[config.mk]
export PLATFORM = sky130hd
export DESIGN_NAME = conv2d_engine
export DESIGN_NICKNAME = d
export VERILOG_FILES = /design/src/rtl/conv2d_engine_pkg.sv /design/src/rtl/conv2d_engine_mac.sv /design/src/rtl/conv2d_engine.sv
export SDC_FILE = /design/constraint.sdc
export NUM_CORES = 1
export LEC_CHECK = 0
export CORE_MARGIN = 3
export CORE_UTILIZATION = 35
export DETAILED_ROUTE_END_ITERATION = 8
export HOLD_SLACK_MARGIN = 0.06
export PLACE_DENSITY = 0.49
export SLEW_MARGIN = 15
export SYNTH_ARGS = -nofsm -noshare
export SYNTH_HDL_FRONTEND = slang
export SYNTH_HIERARCHICAL = 1
export SYNTH_SLANG_ARGS = --single-unit
[constraint.sdc]
create_clock -name clk -period 25.9 [get_ports clk]
set_input_delay 5.18 -clock clk [delete_from_list [all_inputs] [get_ports clk]]
set_output_delay 5.18 -clock clk [all_outputs]
set_load 0.02 [all_outputs]
[src/rtl/conv2d_engine_pkg.sv]
// conv_pkg: shared types and elaboration-time helpers for the conv2d_engine slice.
//   conv_state_t : engine FSM states
//   clog2        : ceiling log2 of a positive integer (0 for values <= 1)
//   idx_width    : bits needed to index 'depth' entries, never less than 1
//   acc_width    : result width that cannot overflow for a K x K correlation
package conv_pkg;

    typedef enum logic [2:0] {
        IDLE     = 3'd0,
        LOAD_K   = 3'd1,
        LOAD_IMG = 3'd2,
        COMPUTE  = 3'd3,
        HOLD     = 3'd4,
        FINISH   = 3'd5
    } conv_state_t;

    function automatic int clog2(input int value);
        int result;
        result = 32'sd0;
        for (int i = 32'sd0; i < 32'sd31; i++) begin
            if ((32'sd1 <<< i) < value) begin
                result = i + 32'sd1;
            end
        end
        return result;
    endfunction

    function automatic int idx_width(input int depth);
        return (depth <= 32'sd1) ? 32'sd1 : clog2(depth);
    endfunction

    // Pixel is widened by one bit so it stays non-negative in the signed product;
    // the log term covers the growth from summing K*K products.
    function automatic int acc_width(input int data_w, input int coef_w, input int k);
        return data_w + 32'sd1 + coef_w + clog2(k * k);
    endfunction

endpackage

[src/rtl/conv2d_engine_mac.sv]
// conv_mac: registered signed multiply-accumulate.
//   clk, rst : clock, synchronous active-low reset
//   clr      : start a new sum with this cycle's product (ignored unless en)
//   en       : accumulate this cycle's product
//   a, b     : signed operands
//   acc      : running sum including the current cycle's product (the value
//              the accumulator register takes at the next edge)
module conv_mac
    import conv_pkg::*;
#(
    parameter int A_W   = 9,
    parameter int B_W   = 8,
    parameter int ACC_W = 21
) (
    input  logic                    clk,
    input  logic                    rst,
    input  logic                    clr,
    input  logic                    en,
    input  logic signed [A_W-1:0]   a,
    input  logic signed [B_W-1:0]   b,
    output logic signed [ACC_W-1:0] acc
);

    localparam int P_W = A_W + B_W;

    logic signed [P_W-1:0]   prod_s;
    logic signed [ACC_W-1:0] prod_ext_s;
    logic signed [ACC_W-1:0] acc_d;
    logic signed [ACC_W-1:0] acc_q;

    // Product and next accumulator value
    always_comb begin
        prod_s     = P_W'(a) * P_W'(b);
        prod_ext_s = ACC_W'(prod_s);
        if (en) begin
            if (clr) begin
                acc_d = prod_ext_s;
            end else begin
                acc_d = acc_q + prod_ext_s;
            end
        end else begin
            acc_d = acc_q;
        end
    end

    // Accumulator register
    always_ff @(posedge clk) begin
        if (!rst) begin
            acc_q <= {ACC_W{1'b0}};
        end else begin
            acc_q <= acc_d;
        end
    end

    assign acc = acc_d;

endmodule

[src/rtl/conv2d_engine.sv]
// conv2d_engine: buffers an IMG_H x IMG_W unsigned image and a K x K signed kernel,
// then streams the valid-region correlation map row-major, one kernel tap per cycle.
// Ports:
//   clk, rst                        clock, synchronous active-low reset
//   start                           job start pulse, honoured only when idle
//   coef_valid/coef_data/coef_ready kernel load stream, row-major taps
//   pix_valid/pix_data/pix_ready    image load stream, row-major pixels
//   out_valid/out_data/out_last     result stream, out_ready is downstream backpressure
//   out_ready
//   busy                            high whenever a job is in flight
//   done                            one-cycle pulse after the final result handshake
// Build option: define CONV_RELU_EN to clamp negative results to zero.
module conv2d_engine
    import conv_pkg::*;
#(
    parameter int   IMG_W  = 5,
    parameter int   IMG_H  = 5,
    parameter int   K      = 3,
    parameter int   DATA_W = 8,
    parameter int   COEF_W = 8,
    localparam int  ACC_W  = acc_width(DATA_W, COEF_W, K)
) (
    input  logic                     clk,
    input  logic                     rst,
    input  logic                     start,
    input  logic                     coef_valid,
    input  logic signed [COEF_W-1:0] coef_data,
    output logic                     coef_ready,
    input  logic                     pix_valid,
    input  logic [DATA_W-1:0]        pix_data,
    output logic                     pix_ready,
    output logic                     out_valid,
    output logic signed [ACC_W-1:0]  out_data,
    output logic                     out_last,
    input  logic                     out_ready,
    output logic                     busy,
    output logic                     done
);

    localparam int KN   = K * K;
    localparam int PN   = IMG_W * IMG_H;
    localparam int OW   = IMG_W - K + 1;
    localparam int OH   = IMG_H - K + 1;
    localparam int KA_W = idx_width(KN);
    localparam int PA_W = idx_width(PN);
    localparam int T_W  = idx_width(K);
    localparam int R_W  = idx_width(OH);
    localparam int C_W  = idx_width(OW);

    conv_state_t state_q, state_d;
    logic [PA_W-1:0]         ld_cnt_q, ld_cnt_d;
    logic [T_W-1:0]          tap_i_q, tap_i_d;
    logic [T_W-1:0]          tap_j_q, tap_j_d;
    logic [R_W-1:0]          out_r_q, out_r_d;
    logic [C_W-1:0]          out_c_q, out_c_d;
    logic                    out_valid_q, out_valid_d;
    logic                    out_last_q, out_last_d;
    logic signed [ACC_W-1:0] out_data_q, out_data_d;
    logic                    busy_q, busy_d;
    logic                    done_q, done_d;
    logic                    coef_ready_q, coef_ready_d;
    logic                    pix_ready_q, pix_ready_d;

    logic signed [COEF_W-1:0] kern_mem [KN];
    logic [DATA_W-1:0]        pix_mem  [PN];

    logic                    k_we_s;
    logic                    p_we_s;
    logic [KA_W-1:0]         k_addr_s;
    logic [PA_W-1:0]         p_addr_s;
    logic signed [DATA_W:0]  pix_ext_s;
    logic signed [COEF_W-1:0] coef_s;
    logic                    mac_en_s;
    logic                    mac_clr_s;
    logic signed [ACC_W-1:0] mac_sum_s;
    logic signed [ACC_W-1:0] result_s;
    logic                    last_tap_s;
    logic                    last_out_s;

    // Buffer read addresses for the current tap and the MAC operands
    always_comb begin
        k_addr_s  = KA_W'(int'(tap_i_q) * K + int'(tap_j_q));
        p_addr_s  = PA_W'((int'(out_r_q) + int'(tap_i_q)) * IMG_W
                          + int'(out_c_q) + int'(tap_j_q));
        // Zero-extend so an unsigned pixel never reads as negative
        pix_ext_s = {1'b0, pix_mem[p_addr_s]};
        coef_s    = kern_mem[k_addr_s];
        last_tap_s = (tap_i_q == T_W'(K - 1)) && (tap_j_q == T_W'(K - 1));
        last_out_s = (out_r_q == R_W'(OH - 1)) && (out_c_q == C_W'(OW - 1));
    end

    // Optional clamp applied to the finished sum before it is registered
    always_comb begin
`ifdef CONV_RELU_EN
        if (mac_sum_s[ACC_W-1]) begin
            result_s = {ACC_W{1'b0}};
        end else begin
            result_s = mac_sum_s;
        end
`else
        result_s = mac_sum_s;
`endif
    end

    conv_mac #(
        .A_W   (DATA_W + 1),
        .B_W   (COEF_W),
        .ACC_W (ACC_W)
    ) u_mac (
        .clk (clk),
        .rst (rst),
        .clr (mac_clr_s),
        .en  (mac_en_s),
        .a   (pix_ext_s),
        .b   (coef_s),
        .acc (mac_sum_s)
    );

    // FSM next-state, counters and output-register next values
    always_comb begin
        state_d     = state_q;
        ld_cnt_d    = ld_cnt_q;
        tap_i_d     = tap_i_q;
        tap_j_d     = tap_j_q;
        out_r_d     = out_r_q;
        out_c_d     = out_c_q;
        out_valid_d = out_valid_q;
        out_last_d  = out_last_q;
        out_data_d  = out_data_q;
        done_d      = 1'b0;
        k_we_s      = 1'b0;
        p_we_s      = 1'b0;
        mac_en_s    = 1'b0;
        mac_clr_s   = 1'b0;

        case (state_q)
            IDLE: begin
                if (start) begin
                    state_d  = LOAD_K;
                    ld_cnt_d = {PA_W{1'b0}};
                    tap_i_d  = {T_W{1'b0}};
                    tap_j_d  = {T_W{1'b0}};
                    out_r_d  = {R_W{1'b0}};
                    out_c_d  = {C_W{1'b0}};
                end else begin
                    state_d = IDLE;
                end
            end

            LOAD_K: begin
                if (coef_valid && coef_ready_q) begin
                    k_we_s = 1'b1;
                    if (ld_cnt_q == PA_W'(KN - 1)) begin
                        ld_cnt_d = {PA_W{1'b0}};
                        state_d  = LOAD_IMG;
                    end else begin
                        ld_cnt_d = ld_cnt_q + PA_W'(1'b1);
                    end
                end else begin
                    ld_cnt_d = ld_cnt_q;
                end
            end

            LOAD_IMG: begin
                if (pix_valid && pix_ready_q) begin
                    p_we_s = 1'b1;
                    if (ld_cnt_q == PA_W'(PN - 1)) begin
                        ld_cnt_d = {PA_W{1'b0}};
                        state_d  = COMPUTE;
                    end else begin
                        ld_cnt_d = ld_cnt_q + PA_W'(1'b1);
                    end
                end else begin
                    ld_cnt_d = ld_cnt_q;
                end
            end

            COMPUTE: begin
                mac_en_s  = 1'b1;
                mac_clr_s = (tap_i_q == {T_W{1'b0}}) && (tap_j_q == {T_W{1'b0}});
                if (last_tap_s) begin
                    // mac_sum_s already includes this final tap
                    tap_i_d     = {T_W{1'b0}};
                    tap_j_d     = {T_W{1'b0}};
                    out_data_d  = result_s;
                    out_valid_d = 1'b1;
                    out_last_d  = last_out_s;
                    state_d     = HOLD;
                end else if (tap_j_q == T_W'(K - 1)) begin
                    tap_j_d = {T_W{1'b0}};
                    tap_i_d = tap_i_q + T_W'(1'b1);
                end else begin
                    tap_j_d = tap_j_q + T_W'(1'b1);
                end
            end

            HOLD: begin
                if (out_ready) begin
                    out_valid_d = 1'b0;
                    out_last_d  = 1'b0;
                    if (out_last_q) begin
                        done_d  = 1'b1;
                        state_d = FINISH;
                    end else if (out_c_q == C_W'(OW - 1)) begin
                        out_c_d = {C_W{1'b0}};
                        out_r_d = out_r_q + R_W'(1'b1);
                        state_d = COMPUTE;
                    end else begin
                        out_c_d = out_c_q + C_W'(1'b1);
                        state_d = COMPUTE;
                    end
                end else begin
                    state_d = HOLD;
                end
            end

            FINISH: begin
                state_d = IDLE;
            end

            default: begin
                state_d = IDLE;
            end
        endcase

        busy_d       = (state_d != IDLE);
        coef_ready_d = (state_d == LOAD_K);
        pix_ready_d  = (state_d == LOAD_IMG);
    end

    // FSM state, counters and registered outputs
    always_ff @(posedge clk) begin
        if (!rst) begin
            state_q      <= IDLE;
            ld_cnt_q     <= {PA_W{1'b0}};
            tap_i_q      <= {T_W{1'b0}};
            tap_j_q      <= {T_W{1'b0}};
            out_r_q      <= {R_W{1'b0}};
            out_c_q      <= {C_W{1'b0}};
            out_valid_q  <= 1'b0;
            out_last_q   <= 1'b0;
            out_data_q   <= {ACC_W{1'b0}};
            busy_q       <= 1'b0;
            done_q       <= 1'b0;
            coef_ready_q <= 1'b0;
            pix_ready_q  <= 1'b0;
        end else begin
            state_q      <= state_d;
            ld_cnt_q     <= ld_cnt_d;
            tap_i_q      <= tap_i_d;
            tap_j_q      <= tap_j_d;
            out_r_q      <= out_r_d;
            out_c_q      <= out_c_d;
            out_valid_q  <= out_valid_d;
            out_last_q   <= out_last_d;
            out_data_q   <= out_data_d;
            busy_q       <= busy_d;
            done_q       <= done_d;
            coef_ready_q <= coef_ready_d;
            pix_ready_q  <= pix_ready_d;
        end
    end

    // Kernel buffer write port (contents need no reset)
    always_ff @(posedge clk) begin
        if (k_we_s) begin
            kern_mem[KA_W'(ld_cnt_q)] <= coef_data;
        end
    end

    // Image buffer write port (contents need no reset)
    always_ff @(posedge clk) begin
        if (p_we_s) begin
            pix_mem[ld_cnt_q] <= pix_data;
        end
    end

    assign coef_ready = coef_ready_q;
    assign pix_ready  = pix_ready_q;
    assign out_valid  = out_valid_q;
    assign out_data   = out_data_q;
    assign out_last   = out_last_q;
    assign busy       = busy_q;
    assign done       = done_q;

endmodule
# --- Word-level counts from Yosys, hierarchy flattened ---
# Memories as Yosys holds them, arrays and structs flattened.
# Index checks and enable logic that the tools add are counted.
classes:
  addsub: 10
  multipliers: 3
  eq_ne: 20
  muxes: 48
  n_reduce_logical: 21
op_table:
  columns: ["operator", "count"]
  rows:
  - ["$mux W21", 2]
  - ["$mux W5", 5]
  - ["$mux W2", 11]
  - ["$add A21 B17 Y21", 1]
  - ["$mux W3", 7]
  - ["$mul A9 B8 Y17", 1]
  - ["$pmux W2 S2", 4]
  - ["$mux W1", 15]
  - ["$pmux W3 S5", 1]
  - ["$pmux W5 S3", 1]
  - ["$ne A2 B2 Y1 const B", 7]
  - ["$add A5 B2 Y5", 2]
  - ["$eq A3 B2 Y1 const B", 3]
  - ["$reduce_and A3 Y1", 3]
  - ["$add A2 B1 Y2 const B", 4]
  - ["$eq A2 B2 Y1 const B", 4]
  - ["$reduce_and A4 Y1", 2]
  - ["$eq A3 B1 Y1 const B", 2]
  - ["$reduce_bool A2 Y1", 3]
  - ["$reduce_bool A3 Y1", 2]
  - ["$add A5 B1 Y5 const B", 1]
  - ["$eq A5 B4 Y1 const B", 1]
  - ["$eq A5 B5 Y1 const B", 1]
  - ["$logic_and A1 B1 Y1", 5]
  - ["other kinds (11)", 14]
totals:
  regBits: 64
  mem_bits_rw: 272
  input_bits: 22
  out_inout_bits: 27
  word_cells: 118
  n_memories: 2
memory_table:
  columns: ["name", "words", "word_bits", "rd", "rd_clocked_by_memory_dff", "wr", "line_no", "text"]
  rows:
  - ["pix_mem", 25, 8, 1, 0, 1, "conv2d_engine.sv:65", "logic [DATA_W-1:0] pix_mem [PN];"]
  - ["kern_mem", 9, 8, 1, 0, 1, "conv2d_engine.sv:64", "logic signed [COEF_W-1:0] kern_mem [KN];"]

# --- Logic depth before layout (Yosys ltp) ---
# An unclocked memory read counts as a cell.
logic_depth:
  word_depth: 9
  mapped_depth: 38
  ltp_nobuf: 37

# --- Cells and area by module ---
# The synthesis kept the hierarchy.
by_module_without_submodules:
  columns: ["module", "instances", "cells_each", "area_per_inst_um2", "seq_area_each_um2"]
  rows:
  - ["conv2d_engine", 1, 749, 12872.3, 9028.7]
  - ["conv_mac", 1, 597, 4839.6, 420.4]

# --- Least setup slack after synthesis ---
# Ideal clock, no wire load.
synth_path:
  kind: "register to register"
  from: "register tap_i_q[0]"
  to: "register out_data_q[20], in the netlist out_data[20]"
  setup_ns: 0.070
  arrival_ns: 8.793
  required_time_ns: 25.830
  path_slack_ns: 17.037
  path_stages_with_launch: 35
  path_buffers: 2
  period_less_slack_ns: 8.863
  cell_sequence: "dfxtp_1 > ha_1 > inv_1 > fa_1 > inv_1 > ha_1 > fa_1 > buf_2 > buf_1 > mux4_2 > mux2i_1 > o221ai_1 > and2_1 > fa_1 > fa_1 > fa_1 > inv_1 > fa_1 > inv_1 > ha_1 > a2111oi_0 > o21ai_0 > nand2_1 > a311oi_2 > xnor2_1 > ha_1 > o21ai_1 > a21oi_2 > or3b_1 > o21ai_0 > mux2i_1 > or3_1 > nand2_1 > nand2_1 > a21oi_1"
synth_via:
  elab_chain_len: 9
  elab_cells_between_ends: 18
  classes_between: "add/sub (5); mul (3); eq/ne (1); mux (3); reduce/logical (4); memory (2)"
synth_rtl:
  columns: ["element", "line_no", "text"]
  rows:
  - ["start, declared", "conv2d_engine.sv:52", "logic [T_W-1:0] tap_i_q, tap_i_d;"]
  - ["start signal, assigned", "conv2d_engine.sv:236", "tap_i_q <= {T_W{1'b0}};"]
  - ["start signal, assigned", "conv2d_engine.sv:250", "tap_i_q <= tap_i_d;"]
  - ["$add A2 B2 Y3 (*)", "conv2d_engine.sv:83", "p_addr_s = PA_W'((int'(out_r_q) + int'(tap_i_q)) * IMG_W"]
  - ["$mul A3 B3 Y5 (*)", "conv2d_engine.sv:83", null]
  - ["$add A5 B2 Y5 (*) (2 in a row)", "conv2d_engine.sv:84", "+ int'(out_c_q) + int'(tap_j_q));"]
  - ["$mem_v2 Z25 W8 (*)", null, null]
  - ["via pix_ext_s[7]", "conv2d_engine.sv:71", "logic signed [DATA_W:0] pix_ext_s;"]
  - ["$mul A9 B8 Y17 (*)", "conv2d_engine_mac.sv:33", "prod_s = P_W'(a) * P_W'(b);"]
  - ["$add A21 B17 Y21", "conv2d_engine_mac.sv:39", "acc_d = acc_q + prod_ext_s;"]
  - ["$mux W21 (*)", "conv2d_engine_mac.sv:36", "if (clr) begin"]
  - ["$mux W21 (*)", "conv2d_engine_mac.sv:35", "if (en) begin"]
  - ["via mac_sum_s[20]", "conv2d_engine.sv:75", "logic signed [ACC_W-1:0] mac_sum_s;"]
  - ["end signal, assigned", "conv2d_engine.sv:242", "out_data_q <= {ACC_W{1'b0}};"]
  - ["end signal, assigned", "conv2d_engine.sv:256", "out_data_q <= out_data_d;"]
  - ["end, declared", "conv2d_engine.sv:58", "logic signed [ACC_W-1:0] out_data_q, out_data_d;"]
# The timed path passes the listed nets; every way through them passes the cells marked *.
# A chain may end at the register's enable or synchronous reset.

# --- Final worst setup path ---
# Same ends and word-level chain as after synthesis.

==> run summary <==
=================================================================================================
Type of destination of the critical path ...........................................         flop
Critical path endpoint ............................................................. out_data[20]
Maximum clock path buffer count ....................................................            3
Final Hold Violating Endpoints .....................................................            0
Total Die Area .....................................................................   53,340 um2
Diode count ........................................................................            0
Max cap viols ......................................................................            0
Drt pass-1 iters ...................................................................            5
Wire length after detailed routing .................................................    41,740 um
WS Path Type ....................................................................... flop to flop
Leading cell types by total area after synthesis ................................... edfxtp_1, mux4_2, fa_1
Critical Path Start Type ...........................................................         flop
Number of endpoints failing setup at the final stage ...............................            0
Root buffer cell ...................................................................    clkbuf_16
Master of the slowest instance on the critical path ................................         fa_4
Ports placed on the boundary .......................................................           49
Die height .........................................................................     231.0 um
Count of flip-flops with a built-in enable after synthesis .........................          272
Status ............................................................................. complete, no violations
Pin count of the biggest net entering global routing ...............................           49
Post-detailed-route via-to-cell ratio ..............................................        5.027
Final clock period utilization by the worst path ...................................       0.3918
Worst VDD drop .....................................................................   0.05006 mV
Core Region ........................................................................   49,460 um2
Via count of the routed design .....................................................       10,560
Number of distinct library cell variants in the gate-level netlist after synthesis .           74
Mapped Avg Cell Area ...............................................................    13.16 um2
Post-Syn Area ......................................................................   17,710 um2
Post-cts sizing count ..............................................................            0
Share of layout cells above drive strength 1 .......................................       0.1198
Number of antenna violations at the first check in global routing ..................            0
Setup Total Neg Slack ..............................................................         0 ns
WL/cell ............................................................................     19.88 um
Clock edge transition at the registers on the reported setup and hold paths ........      0.06 ns
Area leader, netlist ...............................................................     edfxtp_1
Cell repeated most along the worst path ............................................         fa_1
Crit Path Max Fanout ...............................................................           48
Path category of the worst min-delay check ......................................... flop to flop
Slew Viols, Final ..................................................................            0
Count leader, synth ................................................................     edfxtp_1
Crit path DAT ......................................................................     10.63 ns
Source of the worst hold timing path ...............................................  out_data[8]
Residual DRC .......................................................................            0
Count of yosys warnings during synthesis ...........................................            6
Reg2Reg Setup Slack ................................................................     15.75 ns
Minimum clock period after layout ..................................................     10.15 ns
RSZ-0062 raised after global routing ...............................................           no
Synthesis-stage register bit count .................................................          336
Launching point of the worst reg2reg path ..........................................   tap_i_q[0]
Via count of the first global-routing pass .........................................       10,980
Most common flop cell mapped by yosys ..............................................     edfxtp_1
Placement Rows .....................................................................           81
Maximum clock frequency ............................................................    98.54 MHz
Number of DRC markers in iteration 0 ...............................................          635
Instance area at placement .........................................................   18,900 um2
Estimated wirelength of the detail-placed design ...................................    28,810 um
Commonest cells post-synth ......................................................... edfxtp_1, inv_1, nand2_1, a21oi_1, nor2_1
Required time reported for the critical path endpoint ..............................     26.38 ns
Port Buffer Count ..................................................................           48
Effective utilization at floorplan .................................................       0.3581
Post-route clock skew ..............................................................   0.01926 ns
Number of hold buffers added after CTS .............................................            0
Setup repair bufs after CTS ........................................................            0
Timing startpoint of the critical path .............................................   tap_i_q[0]
Max transition margin ..............................................................       0.2449
Combined global-route utilization of all metal layers ..............................       0.1599
Delay contributed by the slowest stage of the critical path ........................      0.76 ns
Global placement routability congestion ............................................       0.8089
Cts bufs inserted ..................................................................           38
Post-synth top area share ..........................................................       0.4611
Remaining global-route overflow ....................................................            0
Design area ........................................................................   20,240 um2
End of the worst register-to-register path ......................................... out_data[20]
Total leakage power ................................................................  0.007301 uW
Floorplan die width ................................................................     231.0 um
Worst reg2reg path depth ...........................................................           33
Synth Instances ....................................................................        1,346
H-tree levels ......................................................................            2
Count of clock tree sinks ..........................................................          336
Area Growth Syn to Fin .............................................................       14.28%
Post-layout net count ..............................................................        1,566
Sequential element share of the synthesized area ...................................       0.5335
Clock tree from TritonCTS ..........................................................        built
First-pass GRT wire length .........................................................    65,500 um
Pwr Density ........................................................................ 71.32 nW/um2
ANT nets after route ...............................................................            0
Clk_lat worst skew .................................................................      0.56 ns
Measured slew at the worst slew-check pin ..........................................     1.121 ns
Async S/R FF share, synth ..........................................................            0
=================================================================================================
cells in the final DEF (no fill, tap or decap), types with 4 or more instances in the layout:
cell type and instances:
nand2b_1 5, fa_1 66, a21oi_1 86, o21bai_1 6, a311oi_1 4, mux2i_1 35, nor2b_1 8, a21o_1 5
nand3b_1 4, mux4_2 64, clkinv_2 5, nor4_1 6, a31oi_1 10, and3_1 12, nor2_1 83, mux2_2 18
inv_1 118, o221ai_1 7, clkbuf_16 38, xnor2_1 20, nor3_1 8, o21a_1 4, bufinv_16 8, nand2_1 117
o21ai_0 32, clkdlybuf4s50_1 48, dfxtp_1 64, or3_1 6, o21ai_1 5, conb_1 8, xor2_1 12, o211ai_1 9
clkinv_1 9, ha_1 69, and2_1 63, edfxtp_1 272, clkbuf_1 4, a211oi_1 11, buf_4 13, nand3_1 19
critical path: cells and delay by family (launching register included):
family	cells	cell delay (ns)
and+or+nand+nor	6	1.31
muxes	4	1.16
buffers and inverters	5	1.11
adders and majority gates	9	4.21
DFF	1	0.44
xor gates and xnor gates	1	0.14
AOI/OAI and AO/OA	8	1.67
power by group:
part | internal, uW | total (uW) | leakage [uW] | switching [uW]
combinational | 107 | 282 | 0.00369 | 176
clock | 352 | 576 | 0.000647 | 224
sequential | 584 | 585 | 0.00296 | 1.02
flip-flops by register name (all words and copies together), names as in the netlist:
| signal | count |
|---|---|
| busy | 1 |
| pix_mem | 200 |
| pix_ready | 1 |
| out_r_q | 2 |
| done | 1 |
| coef_ready | 1 |
| u_mac/acc_q | 21 |
| tap_i_q | 2 |
| ld_cnt_q | 5 |
| out_last | 1 |
| state_q | 3 |
| out_c_q | 2 |
| out_data | 21 |
| out_valid | 1 |
| kern_mem | 72 |
| tap_j_q | 2 |
how the worst min path moves through the flow:
| stage | depth (start not counted) | to |
|---|---|---|
| 6_report | 2 | out_data[8] |
| 5_1_grt | 2 | out_data[10] |
| 4_1_cts | 2 | out_data[8] |
| 3_5_place_dp | 2 | out_data[8] |
| 3_3_place_gp | 2 | out_data[7] |
| 2_1_floorplan | 2 | out_c_q[0] |
metrics by stage:
stage               cells    util  worst slack, ns  hold slack (ns)  total power, uW
detailed placement   2031  0.3822            15.65           0.4470            877.5
global placement     2031  0.3822            15.58           0.4432            876.5
floorplan            1353       -            17.04           0.4543            800.8
finish               2100  0.4093            15.75           0.4517             1444
CTS                  2100  0.4092            15.63           0.4559             1461
global route         2100  0.4093            14.93           0.4703             1520
layer usage:
| metal | vias to the layer above | wire length [um] | track usage |
|---|---|---|---|
| met3 | 59 | 1079 | 0.02159 |
| met1 | 5353 | 18470 | 0.2073 |
| met4 | 0 | 990 | 0.04920 |
| met5 | - | 0 | 0 |
| met2 | 142 | 21210 | 0.2791 |
| li1 | 5003 | - | - |
logic make-up after synthesis:
| family | Yosys count | synth area share |
|---|---|---|
| buf+inv | 168 | 0.04012 |
| simple gates | 350 | 0.09657 |
| mux | 117 | 0.1126 |
| flops | 336 | 0.5335 |
| compound gates | 202 | 0.07220 |
| other cells | 1 | 0.0002117 |
| xor+xnor | 35 | 0.01922 |
| fa+ha+maj | 137 | 0.1256 |
layout make-up:
cell class                 instances  area (um2)
fill                            4732       29220
sequential                       336        9449
multi-input combinational        849        7596
clock buffer                      42       965.9
tap                              664       830.8
timing repair buffer              61       578.1
inverter                         121       454.2
clock inverter                    27       366.6
No activity file was read; power rests on OpenSTA's default activity.
